`config.mk`:
```
export PLATFORM = sky130hd
export DESIGN_NAME = spi_bridge_initiator
export DESIGN_NICKNAME = d
export VERILOG_FILES = /design/src/rtl/spi_bridge_pkg.sv /design/src/rtl/spi_bridge_initiator.sv
export SDC_FILE = /design/constraint.sdc
export NUM_CORES = 1
export LEC_CHECK = 0
export ABC_CLOCK_PERIOD_IN_PS = 3750
export CAP_MARGIN = 40
export CORE_MARGIN = 4
export CORE_UTILIZATION = 40
export DETAILED_ROUTE_END_ITERATION = 10
export PLACE_DENSITY = 0.69
export SYNTH_ARGS = -nofsm -noshare
export SYNTH_HDL_FRONTEND = slang
export SYNTH_SLANG_ARGS = --single-unit
export TNS_END_PERCENT = 30
```
`constraint.sdc`:
```
create_clock -name clk -period 3.75 [get_ports clk]
set_input_delay 0.375 -clock clk [delete_from_list [all_inputs] [get_ports clk]]
set_output_delay 0.375 -clock clk [all_outputs]
set_load 0.02 [all_outputs]
```
`src/rtl/spi_bridge_pkg.sv`:
```
// rtl/spi_bridge_pkg.sv - FSM states, direction codes and GAP limits for the SPI bridge initiator
package spi_bridge_pkg;

   // Transaction phases: header (START, ADDR, DIR), payload (DATA, WAIT_WR),
   // inter-pulse spacing (GAP) and framing end (STOP).
   typedef enum logic [2:0] {
      S_IDLE,
      S_START,
      S_ADDR,
      S_DIR,
      S_DATA,
      S_WAIT_WR,
      S_GAP,
      S_STOP
   } state_t;

   // Direction byte sent after the address bytes.
   localparam logic [7:0] DIR_WRITE = 8'h01;
   localparam logic [7:0] DIR_READ  = 8'h00;

   // Legal range for the idle spacing between spi_next pulses.
   localparam int GAP_MIN = 3;
   localparam int GAP_MAX = 15;

endpackage

```
`src/rtl/spi_bridge_initiator.sv`:
```
// rtl/spi_bridge_initiator.sv - command-driven byte framer toward an SPI bridge
//
// Ports:
//   clk, rst                      clock, synchronous active-low reset
//   cmd_valid/cmd_ready           command handshake (cmd_write, cmd_addr, cmd_len)
//   wr_valid/wr_ready/wr_data     write payload byte stream
//   rd_valid/rd_data              read payload byte stream, one-cycle pulse per byte
//   spi_start/spi_next/spi_stop   byte framing toward the bridge
//   to_bridge                     byte driven with spi_next, 0x00 otherwise
//   from_bridge                   byte returned by the bridge in the spi_next cycle
//   busy, done                    transaction in progress, completion pulse
module spi_bridge_initiator
   import spi_bridge_pkg::*;
#(
   parameter int ADDR_BYTES = 2,
   parameter int GAP        = 3
) (
   input  logic                    clk,
   input  logic                    rst,
   input  logic                    cmd_valid,
   output logic                    cmd_ready,
   input  logic                    cmd_write,
   input  logic [ADDR_BYTES*8-1:0] cmd_addr,
   input  logic [7:0]              cmd_len,
   input  logic                    wr_valid,
   output logic                    wr_ready,
   input  logic [7:0]              wr_data,
   output logic                    rd_valid,
   output logic [7:0]              rd_data,
   output logic                    spi_start,
   output logic                    spi_next,
   output logic                    spi_stop,
   output logic [7:0]              to_bridge,
   input  logic [7:0]              from_bridge,
   output logic                    busy,
   output logic                    done
);

   // addr_idx walks 0..ADDR_BYTES-1 through the address bytes; IDX_DIR means
   // the direction byte is next, IDX_DATA means the header has been sent.
   localparam int               IDX_W    = $clog2(ADDR_BYTES + 2);
   localparam logic [IDX_W-1:0] IDX_DIR  = IDX_W'(ADDR_BYTES);
   localparam logic [IDX_W-1:0] IDX_DATA = IDX_W'(ADDR_BYTES + 1);
   localparam logic [3:0]       GAP_LOAD = 4'(GAP - 1);

   generate
      if (GAP < GAP_MIN || GAP > GAP_MAX) begin : g_bad_gap
         $error("spi_bridge_initiator: GAP out of range");
      end
   endgenerate

   state_t                  state;
   logic [3:0]              gap_cnt;
   logic [7:0]              byte_cnt;
   logic [IDX_W-1:0]        addr_idx;
   logic                    write_q;
   logic [ADDR_BYTES*8-1:0] addr_q;
   logic [7:0]              len_q;

   always_ff @(posedge clk) begin
      if (!rst) begin
         state     <= S_IDLE;
         gap_cnt   <= 4'd0;
         byte_cnt  <= 8'd0;
         addr_idx  <= '0;
         write_q   <= 1'b0;
         addr_q    <= '0;
         len_q     <= 8'd0;
         cmd_ready <= 1'b0;
         wr_ready  <= 1'b0;
         rd_valid  <= 1'b0;
         rd_data   <= 8'd0;
         spi_start <= 1'b0;
         spi_next  <= 1'b0;
         spi_stop  <= 1'b0;
         to_bridge <= 8'd0;
         busy      <= 1'b0;
         done      <= 1'b0;
      end else begin
         // Every strobe is a single-cycle pulse; only the state that issues
         // one raises it again.
         wr_ready  <= 1'b0;
         rd_valid  <= 1'b0;
         rd_data   <= 8'd0;
         spi_start <= 1'b0;
         spi_next  <= 1'b0;
         spi_stop  <= 1'b0;
         to_bridge <= 8'd0;
         done      <= 1'b0;

         case (state)
            S_IDLE: begin
               cmd_ready <= 1'b1;
               if (cmd_ready && cmd_valid) begin
                  write_q   <= cmd_write;
                  addr_q    <= cmd_addr;
                  len_q     <= cmd_len;
                  addr_idx  <= '0;
                  // A read gets its first byte back on the DIR pulse, so it
                  // needs one data pulse fewer than its length.
                  byte_cnt  <= (cmd_write || cmd_len == 8'd0) ? cmd_len : cmd_len - 8'd1;
                  cmd_ready <= 1'b0;
                  busy      <= 1'b1;
                  spi_start <= 1'b1;
                  state     <= S_START;
               end
            end

            S_START: begin
               gap_cnt <= GAP_LOAD;
               state   <= S_GAP;
            end

            S_ADDR: begin
               gap_cnt <= GAP_LOAD;
               state   <= S_GAP;
            end

            S_DIR: begin
               // Byte returned on a write's DIR pulse is dropped.
               if (!write_q && len_q != 8'd0) begin
                  rd_valid <= 1'b1;
                  rd_data  <= from_bridge;
               end
               gap_cnt <= GAP_LOAD;
               state   <= S_GAP;
            end

            S_DATA: begin
               if (!write_q) begin
                  rd_valid <= 1'b1;
                  rd_data  <= from_bridge;
               end
               gap_cnt <= GAP_LOAD;
               state   <= S_GAP;
            end

            S_WAIT_WR: begin
               // The source had nothing when the byte fell due; the pulse
               // follows the first cycle in which it offers one.
               if (wr_valid) begin
                  spi_next  <= 1'b1;
                  to_bridge <= wr_data;
                  wr_ready  <= 1'b1;
                  byte_cnt  <= byte_cnt - 8'd1;
                  state     <= S_DATA;
               end
            end

            S_GAP: begin
               if (gap_cnt != 4'd0) begin
                  gap_cnt <= gap_cnt - 4'd1;
               end else if (addr_idx < IDX_DIR) begin
                  spi_next  <= 1'b1;
                  to_bridge <= addr_q[8*int'(addr_idx) +: 8];
                  addr_idx  <= addr_idx + 1'b1;
                  state     <= S_ADDR;
               end else if (addr_idx == IDX_DIR) begin
                  spi_next  <= 1'b1;
                  to_bridge <= write_q ? DIR_WRITE : DIR_READ;
                  addr_idx  <= IDX_DATA;
                  state     <= S_DIR;
               end else if (byte_cnt == 8'd0) begin
                  spi_stop <= 1'b1;
                  done     <= 1'b1;
                  state    <= S_STOP;
               end else if (!write_q) begin
                  spi_next <= 1'b1;
                  byte_cnt <= byte_cnt - 8'd1;
                  state    <= S_DATA;
               end else if (wr_valid) begin
                  spi_next  <= 1'b1;
                  to_bridge <= wr_data;
                  wr_ready  <= 1'b1;
                  byte_cnt  <= byte_cnt - 8'd1;
                  state     <= S_DATA;
               end else begin
                  state <= S_WAIT_WR;
               end
            end

            S_STOP: begin
               busy      <= 1'b0;
               cmd_ready <= 1'b1;
               state     <= S_IDLE;
            end

            default: begin
               state <= S_IDLE;
            end
         endcase
      end
   end

endmodule

```
==> out/metrics.yaml <==
floorplan:
  die_area_mm2: 0.00921
  die_h_um: 96.0
  start_util: 0.420
  rows: 31
  io_pins: 69
  coreArea_mm2: 0.00737
  die_w_um: 96.0
synth:
  ys_ff_latch: 65
  synth_top_cell_by_area: "dfxtp_1"
  netlist_area_mm2: 0.00310
  synth_top_flop_cell: "dfxtp_1"
  synth_area_leaders: "dfxtp_1 42%, nand2_1 8.0%, a21oi_1 6.8%, and2_1 2.6%, mux2i_1 2.6%"
  yosys_warnings: 0
  yosysTopAreaCellShare: 0.420
  syn_nets: 419
  async_flop_share: 0
  synth_edf_count: 0
  synth_seq_area_share: 0.420
  avgSynthCellArea_um2: 8.37
  synth_cells: 370
  ys_types: 55
setup_path:
  cp.required_ps: 3990
  slowest_stage: "dfxtp_1"
  start_kind: "register"
  endpoint_kind: "register"
  crit_chain: "nand2_1 > a211oi_1 > o21a_1 > nand2_1 > o311ai_0"
  critPathMaxFanout: 14
  r2r-end: "byte_cnt[5]"
  cp.buffers_inverters: 0
  critPathArrivalTime_ps: 2710
  worstReg2RegStart: "addr_idx[0]"
  cp_top_family: "compound AO/OA/AOI/OAI gates"
  crit_path_max_incr_delay_ps: 760
  crit_path_start: "addr_idx[0]"
  critPathKind: "register to register"
  r2r_slack_ps: 1280
  ff2ff_path_depth: 5
  cpMostUsedCell: "nand2_1"
layout:
  final_layout_size_suffix_gt1_frac: 0.0644
  final_cell_mix: "68 x clkdlybuf4s50_1, 66 x nand2_1, 65 x dfxtp_1"
  final_common_cell: "clkdlybuf4s50_1"
  diodes: 0
  nFillCells: 687
  nets: 479
  synthToLayoutAreaGrowth_pct: 29.7
sta:
  skew_ps: 11.2
  min_period_ps: 2470
  tns_ps: 0
  slew_violations: 0
  timing.final.crit_share: 0.659
  worst_pin_slew_ps: 888
  worst_hold_slack_ps: 455
  slew-limit-headroom: 0.406
  worst_slack_ps: 1280
  hold_violations: 0
  rsz0062_at_grt: "no"
  setup-violations-final: 0
  fmax_ghz: 0.405
clock_network:
  cts_made_buffers: 9
  tritoncts: "yes"
  clk_pin_slew_ps: 70
  cts_resized: 0
  cts_root_buffer: "clkbuf_8"
  hold_buffers: 0
  cts.sinks: 65
  cts_setup_buffers: 0
  clock_latency_ps: 350
  h-tree-depth: 3
  clk_path_buf_depth: 2
detailed_routing:
  first_pass_iters: 4
  wl_per_cell_um: 15.0
  ant_nets: 0
  wl_um: 8030
  drt_iter0_markers: 331
  vias: 2887
  viasPerCell: 5.41
  drc: 0
global_route:
  grt_pass1_vias: 2667
  gr-total-overflow: 0
  antenna_found_initial: 0
  grt_use_total: 0.181
  grt_pass1_wl_um: 12900
  grt_max_degree: 40
flow_run:
  max_cap_viol_count: 0
placement:
  pre_cts_ws_ps: 1200
  port-buffer-count: 68
  dp_hpwl_um: 5650
  gp_congestion: 0.823
power_and_ir_drop:
  p_leak_uw: 0.00142
  power_density_mw_per_mm2: 653
  ir_drop_uv: 479
run_status:
  status: "complete, no violations"
min_path:
  min_path_cells: 2
  min_to: "addr_q[6]"
  hold_class: "register to register"
  min_from: "addr_q[6]"
==> worst register-to-register path, stage by stage, from the launching register on <==
cell	delay, ps
dfxtp_1	760
nand2_1	310
a211oi_1	370
o21a_1	410
nand2_1	170
o311ai_0	350
==> per-layer routing <==
layer	wire length, um	vias up	global-route usage
li1	-	1439	-
met1	3600	1353	0.233
met2	3860	80	0.296
met3	411	15	0.0352
met4	156	0	0.0746
met5	0	-	0
==> sequential cells by signal (all words and copies together) (netlist names), 2 cells and up <==
name       cells
addr_q        16
byte_cnt       8
len_q          8
rd_data        8
to_bridge      8
gap_cnt        4
state          3
addr_idx       2
==> synthesized netlist by cell type, types with 3 or more instances <==
cell type,n
nor3b_1,3
nor3_1,10
mux2i_1,8
clkbuf_1,10
nand3_1,3
a2bb2oi_1,3
o2bb2ai_1,8
o21ai_0,16
or4_1,4
or3_1,5
a211oi_1,8
buf_4,3
inv_1,11
xor2_1,3
dfxtp_1,65
o21a_1,4
and2_1,13
buf_2,6
ha_1,4
a31oi_1,4
nor2_1,15
o211ai_1,4
nor2b_1,4
a21oi_1,42
nor4_1,8
nand2b_1,3
nand2_1,66
==> layout make-up <==
class | instances | area [um^2] | area share
clock buffers | 10 | 138 | 0.0343
clock inverters | 6 | 66.3 | 0.0165
inverters | 11 | 41.3 | 0.0103
multi-input cells | 273 | 1650 | 0.410
flip-flops and latches | 65 | 1300 | 0.324
well taps | 99 | 124 | 0.0308
repair buffers | 70 | 699 | 0.174
==> stage by stage <==
stage	area (um^2)	util	std cells	total power, uW
2_1_floorplan	3100	-	370	1710
3_3_place_gp	3800	0.516	517	1970
3_5_place_dp	3810	0.517	518	2000
4_1_cts	4020	0.545	534	2620
5_1_grt	4020	0.545	534	2780
6_report	4020	0.545	534	2620
==> worst max-delay path by stage <==
stage	endpoint	slack, ps	cells past startpoint
floorplan	byte_cnt[6]	1820	7
global placement	byte_cnt[6]	1260	8
detailed placement	byte_cnt[6]	1200	8
CTS	byte_cnt[5]	1300	5
global route	addr_idx[1]	1050	5
finish	byte_cnt[5]	1280	5
==> cells by family after synthesis <==
logic type,count (synthesis),synth area share
AOI/OAI and AO/OA,109,0.229
xor gates and xnor gates,5,0.0141
adders and majority gates,4,0.0162
buffers and inverters,32,0.0477
DFF,65,0.420
muxes,8,0.0259
and+or+nand+nor,147,0.247
==> power by group <==
| group | leakage (uW) | internal [uW] | switching, uW |
|---|---|---|---|
| Clock | 0.000107 | 327 | 283 |
| Combinational | 0.000781 | 412 | 626 |
| Sequential | 0.000528 | 814 | 160 |
(Power assumes the default switching activity.)
